==> src/rtl/muldiv_sequencer.sv <==
// Iterative RV32M multiply/divide engine: one shift-add or restoring-subtract step per cycle.
// Holds the pipeline through stall while busy and presents a registered result with a done pulse.
module muldiv_sequencer #(
    parameter int unsigned XLEN  = 32,
    parameter int unsigned CNT_W = $clog2(XLEN)
) (
    input  logic            clk,
    input  logic            rst,
    input  logic            start,
    input  logic [2:0]      op,
    input  logic [XLEN-1:0] src1,
    input  logic [XLEN-1:0] src2,
    input  logic            flush,
    output logic            stall,
    output logic            done,
    output logic [XLEN-1:0] result
);

    typedef enum logic [1:0] {StIdle, StCalc, StFix, StDone} state_e;

    localparam logic [2:0] OpMul    = 3'b000;
    localparam logic [2:0] OpMulh   = 3'b001;
    localparam logic [2:0] OpMulhsu = 3'b010;
    localparam logic [2:0] OpDiv    = 3'b100;
    localparam logic [2:0] OpRem    = 3'b110;

    localparam logic [XLEN-1:0] MinNeg  = {1'b1, {(XLEN-1){1'b0}}};
    localparam logic [XLEN-1:0] AllOnes = {XLEN{1'b1}};

    state_e              state_q, state_d;
    logic [CNT_W-1:0]    cnt_q, cnt_d;
    logic [2:0]          op_q, op_d;
    logic                neg_q, neg_d;
    logic                rem_neg_q, rem_neg_d;
    logic [XLEN-1:0]     opnd_q, opnd_d;
    logic [2*XLEN-1:0]   acc_q, acc_d;
    logic [XLEN:0]       rem_q, rem_d;
    logic [XLEN-1:0]     result_q, result_d;

    // Operand decode in IDLE
    logic            sgn1, sgn2, s1_neg, s2_neg, is_div;
    logic            div_zero, div_ovf, accept;
    logic [XLEN-1:0] mag1, mag2, special_res;

    always_comb begin
        is_div   = op[2];
        sgn1     = (op == OpMulh) || (op == OpMulhsu) || (op == OpDiv) || (op == OpRem);
        sgn2     = (op == OpMulh) || (op == OpDiv) || (op == OpRem);
        s1_neg   = sgn1 & src1[XLEN-1];
        s2_neg   = sgn2 & src2[XLEN-1];
        mag1     = s1_neg ? (~src1 + 1'b1) : src1;
        mag2     = s2_neg ? (~src2 + 1'b1) : src2;
        div_zero = is_div && (src2 == '0);
        div_ovf  = ((op == OpDiv) || (op == OpRem)) && (src1 == MinNeg) && (src2 == AllOnes);
        accept   = start && !flush;
        if (div_zero) begin
            special_res = op[1] ? src1 : AllOnes;
        end else begin
            special_res = op[1] ? '0 : MinNeg;
        end
    end

    // Per-cycle arithmetic step and final sign fix-up
    logic [XLEN:0]     mul_sum;
    logic [XLEN+1:0]   div_shift, div_diff;
    logic              div_borrow;
    logic [2*XLEN-1:0] prod_fix;
    logic [XLEN-1:0]   quo_fix, rem_fix;

    always_comb begin
        mul_sum    = {1'b0, acc_q[2*XLEN-1:XLEN]} + {1'b0, opnd_q};
        div_shift  = {rem_q, acc_q[XLEN-1]};
        div_diff   = div_shift - {2'b00, opnd_q};
        div_borrow = div_diff[XLEN+1];
        prod_fix   = neg_q ? (~acc_q + 1'b1) : acc_q;
        quo_fix    = neg_q ? (~acc_q[XLEN-1:0] + 1'b1) : acc_q[XLEN-1:0];
        rem_fix    = rem_neg_q ? (~rem_q[XLEN-1:0] + 1'b1) : rem_q[XLEN-1:0];
    end

    // State register
    always_ff @(posedge clk) begin
        if (!rst) begin
            state_q <= StIdle;
        end else begin
            state_q <= state_d;
        end
    end

    // Next-state logic
    always_comb begin
        state_d = state_q;
        if (flush) begin
            state_d = StIdle;
        end else begin
            unique case (state_q)
                StIdle: begin
                    if (start) begin
                        state_d = (div_zero || div_ovf) ? StDone : StCalc;
                    end
                end
                StCalc: begin
                    if (cnt_q == CNT_W'(XLEN - 1)) begin
                        state_d = StFix;
                    end
                end
                StFix:   state_d = StDone;
                StDone:  state_d = StIdle;
                default: state_d = StIdle;
            endcase
        end
    end

    // Outputs
    always_comb begin
        stall = rst && (((state_q == StIdle) && accept) ||
                        (state_q == StCalc) || (state_q == StFix));
        done   = (state_q == StDone);
        result = result_q;
    end

    // Datapath registers
    always_ff @(posedge clk) begin
        if (!rst) begin
            cnt_q     <= '0;
            op_q      <= '0;
            neg_q     <= 1'b0;
            rem_neg_q <= 1'b0;
            opnd_q    <= '0;
            acc_q     <= '0;
            rem_q     <= '0;
            result_q  <= '0;
        end else begin
            cnt_q     <= cnt_d;
            op_q      <= op_d;
            neg_q     <= neg_d;
            rem_neg_q <= rem_neg_d;
            opnd_q    <= opnd_d;
            acc_q     <= acc_d;
            rem_q     <= rem_d;
            result_q  <= result_d;
        end
    end

    always_comb begin
        cnt_d     = cnt_q;
        op_d      = op_q;
        neg_d     = neg_q;
        rem_neg_d = rem_neg_q;
        opnd_d    = opnd_q;
        acc_d     = acc_q;
        rem_d     = rem_q;
        result_d  = result_q;
        if (!flush) begin
            unique case (state_q)
                StIdle: begin
                    if (start) begin
                        op_d      = op;
                        neg_d     = s1_neg ^ s2_neg;
                        rem_neg_d = s1_neg;
                        cnt_d     = '0;
                        rem_d     = '0;
                        // Multiplier / dividend sits in the low half; the other operand is held
                        opnd_d    = is_div ? mag2 : mag1;
                        acc_d     = {{XLEN{1'b0}}, is_div ? mag1 : mag2};
                        if (div_zero || div_ovf) begin
                            result_d = special_res;
                        end
                    end
                end
                StCalc: begin
                    cnt_d = cnt_q + 1'b1;
                    if (!op_q[2]) begin
                        acc_d = acc_q[0] ? {mul_sum, acc_q[XLEN-1:1]}
                                         : {1'b0, acc_q[2*XLEN-1:1]};
                    end else begin
                        rem_d = div_borrow ? div_shift[XLEN:0] : div_diff[XLEN:0];
                        acc_d = {acc_q[2*XLEN-1:XLEN], acc_q[XLEN-2:0], ~div_borrow};
                    end
                end
                StFix: begin
                    unique case (op_q)
                        OpMul:                  result_d = prod_fix[XLEN-1:0];
                        3'b001, 3'b010, 3'b011: result_d = prod_fix[2*XLEN-1:XLEN];
                        3'b100, 3'b101:         result_d = quo_fix;
                        default:                result_d = rem_fix;
                    endcase
                end
                default: ;
            endcase
        end
    end

endmodule

==> config.mk <==
export PLATFORM = sky130hd
export DESIGN_NAME = muldiv_sequencer
export DESIGN_NICKNAME = d
export VERILOG_FILES = /design/src/rtl/muldiv_sequencer.sv
export SDC_FILE = /design/constraint.sdc
export NUM_CORES = 1
export LEC_CHECK = 0
export CAP_MARGIN = 20
export CORE_ASPECT_RATIO = 0.5
export CORE_UTILIZATION = 55
export CTS_CLUSTER_SIZE = 10
export DETAILED_ROUTE_END_ITERATION = 10
export GPL_TIMING_DRIVEN = 0
export HOLD_SLACK_MARGIN = 0.08
export MAX_ROUTING_LAYER = met4
export PLACE_DENSITY = 0.77
export SETUP_SLACK_MARGIN = 0.15
export SLEW_MARGIN = 20
export SYNTH_ARGS = -nofsm -noshare
export SYNTH_HDL_FRONTEND = slang
export SYNTH_SLANG_ARGS = --single-unit
export TNS_END_PERCENT = 5
==> constraint.sdc <==
create_clock -name clk -period 2.8 [get_ports clk]
set_input_delay 0.42 -clock clk [delete_from_list [all_inputs] [get_ports clk]]
set_output_delay 0.42 -clock clk [all_outputs]
set_load 0.005 [all_outputs]
After elaboration in Yosys (flattened, before gate mapping)
Index checks and enable logic that the tools add are counted.

Bits in registers: 173. Latch bits: 0. Memory bits (writable): 0. Bits in read-only memories: 0. Bits of input ports: 71. Output and inout port bits: 34. Logic and storage cells: 107. Memories: 0.

Add/subtract/negate cells: 8. Multipliers: 0. Div/mod/pow operators: 0. $lt $le $gt $ge: 0. Equality and inequality tests: 20. Shift-type cells: 0. Multiplexer cells: 28. Bitwise logic cells: 11. Reduce and logical (&&, ||, !) cells: 30.

Operators with widths (number): 32-bit 2-to-1 mux (11); 64-bit 2-to-1 mux (4); 32-bit by 1-bit adder with 32-bit output, second input constant (4); 32-bit inverter (4); 64-bit one-hot mux with 2 select lines (1); 33-bit 2-to-1 mux (3); 32-bit one-hot mux with 3 select lines (1); 33-bit one-hot mux with 2 select lines (1); 64-bit by 1-bit adder with 64-bit output, second input constant (1); 32-bit == test, second input constant (2); 64-bit inverter (1); 32-bit one-hot mux with 2 select lines (1); 34-bit by 32-bit subtractor with 34-bit output (1); 32-bit by 32-bit adder with 33-bit output (1); 32-bit zero test (1); 3-bit == test, second input constant (4); 4-bit AND reduction (3); 2-bit inequality test, second input constant (5); 5-bit one-hot mux with 2 select lines (1); 3-bit by 2-bit == test with 1-bit output, second input constant (3); 1-bit logical OR (9); 2-bit one-hot mux with 4 select lines (1); 3-bit by 1-bit == test with 1-bit output, second input constant (2); 1-bit logical AND (6); other kinds (17) (26).

Longest topological paths before layout
Gate-level depths: netlist of run 1.

Depth after elaboration: 9. Gate-level depth with buffers: 14. Gate-level depth less buffers: 13.

Worst setup path before layout of run 1
No wires, ideal clock.

Path kind: reg-to-reg. Start: register rem_q[9]. End: register rem_q[21]. Library setup time: 0.117 ns. Arrival: 2.965 ns. Data required time: 2.683 ns. Slack: -0.282 ns. Stages on the path, launching flop included: 14. Path buffers: 3. Clock period less this slack: 3.082 ns. Cells stage by stage: dfxtp_1 > ha_1 > clkbuf_1 > a21oi_1 > o21ai_0 > a21o_1 > a2111oi_2 > a31oi_1 > mux2i_1 > and2_1 > buf_4 > buf_2 > nand2_1 > a32o_1.

Cells in the longest elaborated chain, start to end: 4.

RTL lines: start, declared (line 37) `logic [XLEN:0] rem_q, rem_d;`; start signal, assigned (line 139) `rem_q <= rem_d;`; 34-bit by 32-bit subtractor with 34-bit output (line 73) `div_diff = div_shift - {2'b00, opnd_q};`; 33-bit 2-to-1 mux (line 176) `rem_d = div_borrow ? div_shift[XLEN:0] : div_diff[XLEN:0];`; 33-bit 2-to-1 mux (line 172) `if (!op_q[2]) begin`; 33-bit one-hot mux with 2 select lines (line 154) `unique case (state_q)`.

Every way passes these cells. The select of a mux whose other input is x is not followed. A chain may end at the register's enable or synchronous reset.

Worst setup path after layout of run 1
Start: register acc_q[45]. End: register result_q[31] (netlist: result[31]).

Cells in the longest elaborated chain, start to end: 5.

RTL lines: start, declared (line 36) `logic [2*XLEN-1:0] acc_q, acc_d;`; start signal, assigned (line 129) `acc_q <= '0;`; start signal, assigned (line 138) `acc_q <= acc_d;`; 64-bit inverter (line 75) `prod_fix = neg_q ? (~acc_q + 1'b1) : acc_q;`; 64-bit by 1-bit adder with 64-bit output (line 75); 64-bit 2-to-1 mux (line 75); 32-bit one-hot mux with 3 select lines (line 181) `unique case (op_q)`; 32-bit one-hot mux with 2 select lines (line 154); end signal, assigned (line 140) `result_q <= result_d;`; end, declared (line 38) `logic [XLEN-1:0] result_q, result_d;`.

Every way passes these cells.

==> run summary, run 1 <==
The flow ran to the end, but the final reports show violations. The checks that failed: setup timing. The logs give 2391 for the iteration-0 DRC count of the detailed router and 0 for the number of hold-repair buffers added at the cts stage. The area growth from synthesis to layout is 26.6%. The total power is 7.74 mW. Input and output buffers added on the ports amount to 102.

The most instantiated flip-flop cell in the synthesis netlist is sky130_fd_sc_hd__dfxtp_1. The floorplan step defined a die boundary enclosing 28900 µm². The logs give 0.358 mV for the peak supply drop and 2249 for the net count of the mapped netlist.

The tools report the area of the mapped netlist as 15500 µm². In this run the remaining antenna-violating nets after routing total 0. For the via count of the first global-routing pass, the log shows 16000. The net count of the finished layout is 2421. Headroom to the max-slew limit came out at 31.9%.

The biggest fanout along the worst timing path is 8, and the H-tree depth reported by CTS is 4. The global-route usage over all layers came out at 47.6%. In this run the power density over the cells is 395 nW/µm². Counting flops and latches in the post-synthesis netlist gives 173. The clock edge transition at the registers on the reported setup and hold paths was 0.06 ns. The part of the Yosys area used for sequential elements was 22.4%; the final critical-path share of the clock period was 116%. The critical path starts at acc_q[45]. The worst setup path is of the reg2reg kind. Data on the critical path arrives at its endpoint at 3.60 ns. The number of search-and-repair iterations in the first detailed-routing pass is 9. Yosys mapped the design onto 84 distinct sky130hd cell types. Setup violations remaining at the end of the flow were counted as 67.

Routability-driven placement finished with a final weighted congestion of 1.05. Deepest clock path buffer count: 2. For the finished layout, the period the worst path requires is 3.26 ns. The post-synthesis async set-or-reset flop share was 0%; the post-detailed-placement cell area was 17100 µm².

At the worst endpoint, the required time is 3.15 ns. The slew of the pin with the lowest slew margin works out to 1.02 ns. The run gives 0.48 ns as the clock insertion delay at the later pin of the skew report. The average detailed-routed wire length per instance was 26.2 µm; the count of flip-flops with a built-in enable after synthesis was 0. TritonCTS built the clock tree. The worst hold path belongs to the class reg2reg. The number of instances in the synthesized netlist came out at 2101. Timing would allow up to 307 MHz.

Yosys printed 0 warnings. The floorplan step defined a core boundary enclosing 27100 µm². For the count of endpoints failing hold in the final timing report, the log shows 0. The chip height came out at 121 µm. The worst setup skew after layout was 0.0166 ns; the worst hold margin was 0.471 ns. The tools report the total via count in the routed design as 18100. The analysis attributes to cell leakage a power of 7.32 nW. The start of the worst register-to-register path was acc_q[45]. Root cell of the clock tree: sky130_fd_sc_hd__clkbuf_16. The tools report the worst hold path startpoint as result[7]. Counting every sink on the clock net gives 173.

The startpoint kind of the worst setup timing path was a flop. The die span in x works out to 239 µm. Post-route worst setup slack: -0.456 ns. Entering global routing, the biggest net connects 17 pins. TritonCTS created 17 clock buffers. The tool flagged a number of max-cap violations equal to 0.

The tools report the number of slew-limit violations in the final report as 0. Summing all non-filler instances in the final layout gives an area of 19600 µm². After detailed routing, the total wire length is 69700 µm. The post-route netlist has 17.7% of its cells at a drive strength greater than 1. Setup repair after global routing could not meet its margin everywhere.

Summed over all layers, the global routing overflow is 0. The run gives 105 as the top-level I/O count. Initial antenna violation count: 3. After detailed routing, the number of remaining DRC violations is 0. The detailed-route vias per instance was 6.79; the initial core utilization was 57.2%. The average cell area after synthesis is 7.37 µm², and the detailed placer's ending HPWL is 52000 µm.

The tools report the capturing element type of the critical path as a flop. The logs give 98800 µm for the wire length of the first global-routing pass and 42 for the number of standard-cell rows in the floorplan.
==> synthesized netlist by cell type, drive strengths merged, types with 6 or more instances <==
cell	count	area [µm²]
nand4	22	138
o221a	6	67.6
a21o	33	248
a21oi	200	1000
xor2	91	797
nand3	24	120
nor3	42	210
a311oi	10	87.6
or2	9	58.8
nand2	227	852
dfxtp	173	3460
a2111oi	6	58.8
inv	79	297
nor2	150	563
o211ai	52	390
mux2i	46	460
o22ai	27	169
ha	75	938
a31oi	18	113
a32oi	6	52.6
nor2b	17	106
a222oi	10	100
buf	20	90.1
nand2b	14	87.6
a22oi	27	203
and3	12	75.1
o41ai	25	241
xnor2	104	911
or3	18	118
o31ai	32	255
o21ai	187	936
a221oi	7	61.3
clkbuf	120	450
mux2	20	225
and2	16	100
nor4	22	156
or4	22	176
a211oi	33	248
o21a	15	113
o21bai	9	67.6
==> sequential cells by signal (all words and copies together), names as in the netlist <==
signal and cells:
state_q 2, rem_neg_q 1, acc_q 64, result 32, cnt_q 5, op_q 3
neg_q 1, rem_q 33, opnd_q 32
==> cells by family after synthesis <==
family | count (synthesis) | share of synthesized area, %
flops | 173 | 22.4
mux | 66 | 4.43
fa+ha+maj | 77 | 6.32
simple gates | 620 | 19.2
buf+inv | 222 | 5.48
compound gates | 748 | 31.1
xor+xnor | 195 | 11.0
==> critical path, cell delays in order, from the launching register on <==
cell	delay [ns]
sky130_fd_sc_hd__dfxtp_4	0.38
sky130_fd_sc_hd__or4_4	0.55
sky130_fd_sc_hd__or4_4	0.46
sky130_fd_sc_hd__or4_4	0.48
sky130_fd_sc_hd__or3_4	0.40
sky130_fd_sc_hd__o21a_1	0.21
sky130_fd_sc_hd__xnor2_2	0.17
sky130_fd_sc_hd__o221ai_1	0.16
sky130_fd_sc_hd__a21oi_1	0.21
sky130_fd_sc_hd__o22ai_1	0.12
==> report_power, final <==
| group | internal, mW | switching, mW | total, mW |
|---|---|---|---|
| clock | 1.60 | 1.10 | 2.70 |
| sequential | 2.53 | 0.130 | 2.66 |
| combinational | 0.897 | 1.48 | 2.37 |
==> metrics by stage <==
stage	util, %	TNS (ns)	setup WS [ns]	instances
2_1_floorplan	-	-1.86	-0.120	2101
3_3_place_gp	63.1	-132.12	-1.94	2577
3_5_place_dp	63.1	-136.15	-1.94	2578
4_1_cts	69.5	-12.15	-0.457	2633
5_1_grt	72.4	-19.70	-0.500	2664
6_report	72.4	-14.65	-0.456	2664
==> final cells by class <==
| class | count | area, µm² |
|---|---|---|
| clock inverter | 11 | 188 |
| timing repair buffer | 153 | 1430 |
| multi-input combinational | 1706 | 12500 |
| sequential | 173 | 3540 |
| fill | 2138 | 7460 |
| clock buffer | 21 | 450 |
| inverter | 82 | 314 |
| tap | 374 | 468 |
| buffer | 140 | 736 |
| antenna | 4 | 10.0 |
==> metal layers <==
layer / up-vias / track usage, % / wire (µm)
met2: 1360 / 65.0 / 27500
met5: - / - / 0
met3: 201 / 18.3 / 11500
li1: 8070 / - / -
met4: 0 / 16.5 / 2800
met1: 8450 / 63.1 / 27900
==> worst paths after layout <==
check                             endpoint  slack [ns]  depth (start not counted)
worst max-delay path            result[31]       -0.46                          9
worst max register to register  result[31]       -0.46                          9
worst min-delay path             result[7]        0.47                          2
worst min register to register   result[7]        0.47                          2
==> cells in the final DEF (no fill, tap or decap), types with 18 or more instances in the layout <==
cell                              count
sky130_fd_sc_hd__dfxtp_1            138
sky130_fd_sc_hd__nor3_1              28
sky130_fd_sc_hd__o21ai_0            151
sky130_fd_sc_hd__mux2_2              20
sky130_fd_sc_hd__a21o_1              33
sky130_fd_sc_hd__buf_4               55
sky130_fd_sc_hd__mux2i_1             46
sky130_fd_sc_hd__o211ai_1            52
sky130_fd_sc_hd__xor2_1              78
sky130_fd_sc_hd__o21ai_1             28
sky130_fd_sc_hd__ha_1                60
sky130_fd_sc_hd__clkdlybuf4s50_1     74
sky130_fd_sc_hd__a211oi_1            22
sky130_fd_sc_hd__nor2_1             149
sky130_fd_sc_hd__xnor2_1            101
sky130_fd_sc_hd__nand3_1             22
sky130_fd_sc_hd__clkbuf_2            29
sky130_fd_sc_hd__a22oi_1             27
sky130_fd_sc_hd__inv_1               72
sky130_fd_sc_hd__a21oi_1            185
sky130_fd_sc_hd__dfxtp_2             20
sky130_fd_sc_hd__clkbuf_16           18
sky130_fd_sc_hd__nand4_1             22
sky130_fd_sc_hd__o22ai_1             27
sky130_fd_sc_hd__clkbuf_1            77
sky130_fd_sc_hd__o31ai_1             21
sky130_fd_sc_hd__nand2_1            221
==> timing repair <==
action	4_1_cts	5_1_grt
gates resized for setup	261	171
pin swaps	60	59
setup endpoints to repair	165	137
cloned	0	1
buffers inserted	23	26
Power figures use the tool's default switching activity.
==> inputs of run 2 (changes only) <==
Settings changed: CAP_MARGIN 20 to 25.
==> run 2 against run 1 <==
  * The run still ends with setup timing left
  * Clock-buffer cell count shrank 1
  * Via count is 2.0% higher
  * Clock skew is 0.0035 ns lower
  * Cell area up 0.80%
  * Routed wire length is 2.6% higher
  * Largest power group is now sequential cells
  * Critical endpoint is now result[29]
  * Highest routed layer unchanged
==> run summary, run 2 (synthesis gave the netlist of run 1 again) <==
The critical path class was reg2reg (unchanged). The startpoint kind of the worst setup timing path was a flop (unchanged). The run finished, with violations left. The wire length reported by the detailed router was 71500 µm (was 69700 µm); the clock network fraction of design power was 31.5% (was 34.9%). The final critical-path share of the clock period works out to 117% (was 116%). Cell seen most often among critical-path stages: sky130_fd_sc_hd__or4_4 (unchanged). The tools report the final estimated routing congestion in global placement as 1.05 (unchanged).

The fraction of layout cells with a size suffix above 1 came out at 18.9% (was 17.7%). The total power was 7.52 mW (was 7.74 mW); the post-layout minimum cycle time was 3.29 ns (was 3.26 ns). Setup repair after global routing could not meet its margin everywhere. The logs give 7.38 nW (was 7.32 nW) for the standby leakage power and 3 (unchanged) for the initial antenna violation count. The tools report the total die area as 28900 µm² (unchanged). The number of standard-cell rows in the floorplan is 42 (unchanged), and the core occupancy in the finished layout is 73.0% (was 72.4%). The number of nets in the layout was 2422 (was 2421); the wire length of the first global-routing pass was 98600 µm (was 98800 µm). The number of flip-flops in the largest register is 64 (unchanged), and the register-to-register setup slack is -0.49 ns (was -0.46 ns).

The register containing the most flip-flops in the final layout is acc_q (unchanged). The headroom to the max-slew limit came out at 27.3% (was 31.9%). Category of cells accounting for the largest share of critical-path delay: simple AND/OR/NAND/NOR gates (unchanged).

The number of slew-limit violations in the final report was 0 (unchanged). The tools report the aggregate global routing overflow as 0 (unchanged). The logs give 9 (unchanged) for the number of search-and-repair iterations in the first detailed-routing pass and 0.48 ns (about the same) for the clock insertion delay at the later pin of the skew report. The number of design rule violations left after detail routing is 0 (unchanged). TritonCTS built the clock tree.

The detailed-route vias per instance was 6.93 (was 6.79); the pin count of the biggest net entering global routing was 17 (unchanged). The switching power of the nets is 2.77 mW (was 2.71 mW). The type of the worst min-delay path is reg2reg (unchanged). The net switching share of the total power is 36.9% (was 35.0%). For the global-route usage over all layers, the log shows 47.6% (about the same).

The top-level I/O count is 105 (unchanged), and the detailed placer's ending HPWL is 51900 µm (was 52000 µm). The iteration-0 DRC count of the detailed router came out at 2883 (was 2391). Largest registers: acc_q x64, rem_q x33 (unchanged). The number of maximum-capacitance violations was 0 (unchanged); the critical path data arrival time was 3.64 ns (was 3.60 ns).

The die span in x was 239 µm (unchanged). Post-place setup slack: -1.96 ns (was -1.94 ns). The slew of the pin with the lowest slew margin is 1.08 ns (was 1.02 ns), and the initial core utilization is 57.2% (unchanged). Number of hold-repair buffers added at the cts stage: 0 (unchanged). The logs give -19.52 ns (was -14.65 ns) for the setup TNS after final layout and 0.343 mV (was 0.358 mV) for the peak supply drop. The area overhead of the layout relative to synthesis came out at 27.6% (was 26.6%). For the H-tree depth reported by CTS, the log shows 4 (unchanged). The tools report the worst hold path startpoint as result[7] (unchanged). Clock edge transition at the registers on the reported setup and hold paths: 0.07 ns (was 0.06 ns). The power density of the placed cells works out to 380 nW/µm² (was 395 nW/µm²). Total clock buffers created by CTS: 17 (unchanged). Ordered cell list for the critical path: or4_4, or4_4, or3_4, buf_6, or2_4, o21ai_4, xor2_2, o22ai_1, a22oi_1, a31oi_1 (was or4_4, or4_4, or4_4, or3_4, o21a_1, xnor2_2, o221ai_1, a21oi_1, o22ai_1). The post-route worst setup slack was -0.490 ns (was -0.456 ns).

The combinational power share came out at 33.1% (was 30.7%). Commonest cells after routing, fill and taps aside: 221 x sky130_fd_sc_hd__nand2_1, 180 x sky130_fd_sc_hd__a21oi_1, 148 x sky130_fd_sc_hd__nor2_1 (was 221 x sky130_fd_sc_hd__nand2_1, 185 x sky130_fd_sc_hd__a21oi_1, 151 x sky130_fd_sc_hd__o21ai_0). Leading cell type in the layout, fill and taps excluded: sky130_fd_sc_hd__nand2_1 (unchanged).

Core footprint: 27100 µm² (unchanged). Largest stage delay on the critical path: 0.54 ns (was 0.55 ns). The total via count in the routed design was 18400 (was 18100). The tools report the capturing element type of the critical path as a flop (unchanged).

The run gives 16000 (about the same) as the via count of the first global-routing pass. The tools report the maximum clock frequency as 304 MHz (was 307 MHz). Violated checks: setup timing (unchanged). The number of input and output port buffers inserted was 102 (unchanged); the register share of total power was 35.5% (was 34.4%). The chip height was 121 µm (unchanged); the deepest clock path buffer count was 2 (unchanged). The internal cell power was 4.75 mW (was 5.03 mW); the biggest fanout along the worst timing path was 7 (was 8). The root cell of the clock tree was sky130_fd_sc_hd__clkbuf_16 (unchanged). The tools report the total of endpoints with negative setup slack in the final report as 73 (was 67). The average detailed-routed wire length per instance works out to 26.9 µm (was 26.2 µm). Start point of the critical path: rem_q[14] (was acc_q[45]). The tools report the remaining number of nets flagged by the antenna check after routing as 0 (unchanged). The data required time at the worst endpoint was 3.15 ns (about the same); the number of buffers and inverters on the critical path was 1 (was 0). The slowest cell on the critical path is sky130_fd_sc_hd__or4_4 (unchanged). Start of the worst register-to-register path: rem_q[14] (was acc_q[45]). The count of endpoints failing hold in the final timing report was 0 (unchanged). The worst setup skew after layout is 0.0131 ns (was 0.0166 ns), and the number of sinks handled by clock tree synthesis is 173 (unchanged).
==> run 2: cell count changes in the layout (fill, tap and decap cells not counted), sizes merged <==
cell,change
buf,-4
bufinv,-4
dlygate4sd2,+3
clkbuf,+2
clkdlybuf4s50,-2
clkdlybuf4s15,+1
clkinv,+1
diode,-1
==> run 2: per-stage QoR <==
stage               instance area (µm²)  hold WS [ns]  cells
floorplan                         15600         0.441   2101
global placement                  17100         0.461   2577
detailed placement                17100         0.463   2580
CTS                               18700         0.472   2634
global route                      19800         0.488   2660
finish                            19800         0.472   2660
==> run 2: tightest hold or removal path, delay by kind of cell, from the launching register on <==
family	cells	cell delay, ns
and+or+nand+nor	1	0.06
AOI/OAI and AO/OA	1	0.06
DFF	1	0.31
==> run 2: final timing paths <==
kind	cells after the start	to
setup reg to reg	10	result[29]
hold / removal	2	result[7]
setup / recovery	10	result[29]
hold reg to reg	2	result[7]
==> run 2: final cells by class <==
cell class                      count  area, µm²
Tap cell                          374        468
Multi-Input combinational cell   1706      12600
Sequential cell                   173       3550
Clock inverter                      8       68.8
Buffer                            140        746
Clock buffer                       20        467
Timing Repair Buffer              154       1490
Inverter                           82        317
Antenna cell                        3       7.51
Fill cell                        2092       7310
==> run 2: layer usage <==
| metal | track usage (%) | vias up | part of all wire (%) |
|---|---|---|---|
| met5 | - | - | 0 |
| met4 | 17.6 | 0 | 4.2 |
| met3 | 19.1 | 228 | 17 |
| met2 | 64.3 | 1469 | 39 |
| met1 | 62.7 | 8681 | 40 |
| li1 | - | 8062 | - |
==> run 2: repair_timing <==
item	4_1_cts	5_1_grt
gates resized for setup	243	244
endpoints found under the setup margin	166	151
gates cloned	0	3
setup buffers	26	20
pin swaps	56	57
==> run 2: power groups by stage <==
| stage | Sequential, mW | Clock [mW] | Combinational, mW |
|---|---|---|---|
| floorplan | 2.65 | 0 | 1.32 |
| global placement | 2.70 | 0 | 1.96 |
| detailed placement | 2.71 | 0 | 1.97 |
| CTS | 2.65 | 2.30 | 2.13 |
| global route | 2.67 | 2.41 | 2.60 |
| finish | 2.67 | 2.36 | 2.48 |
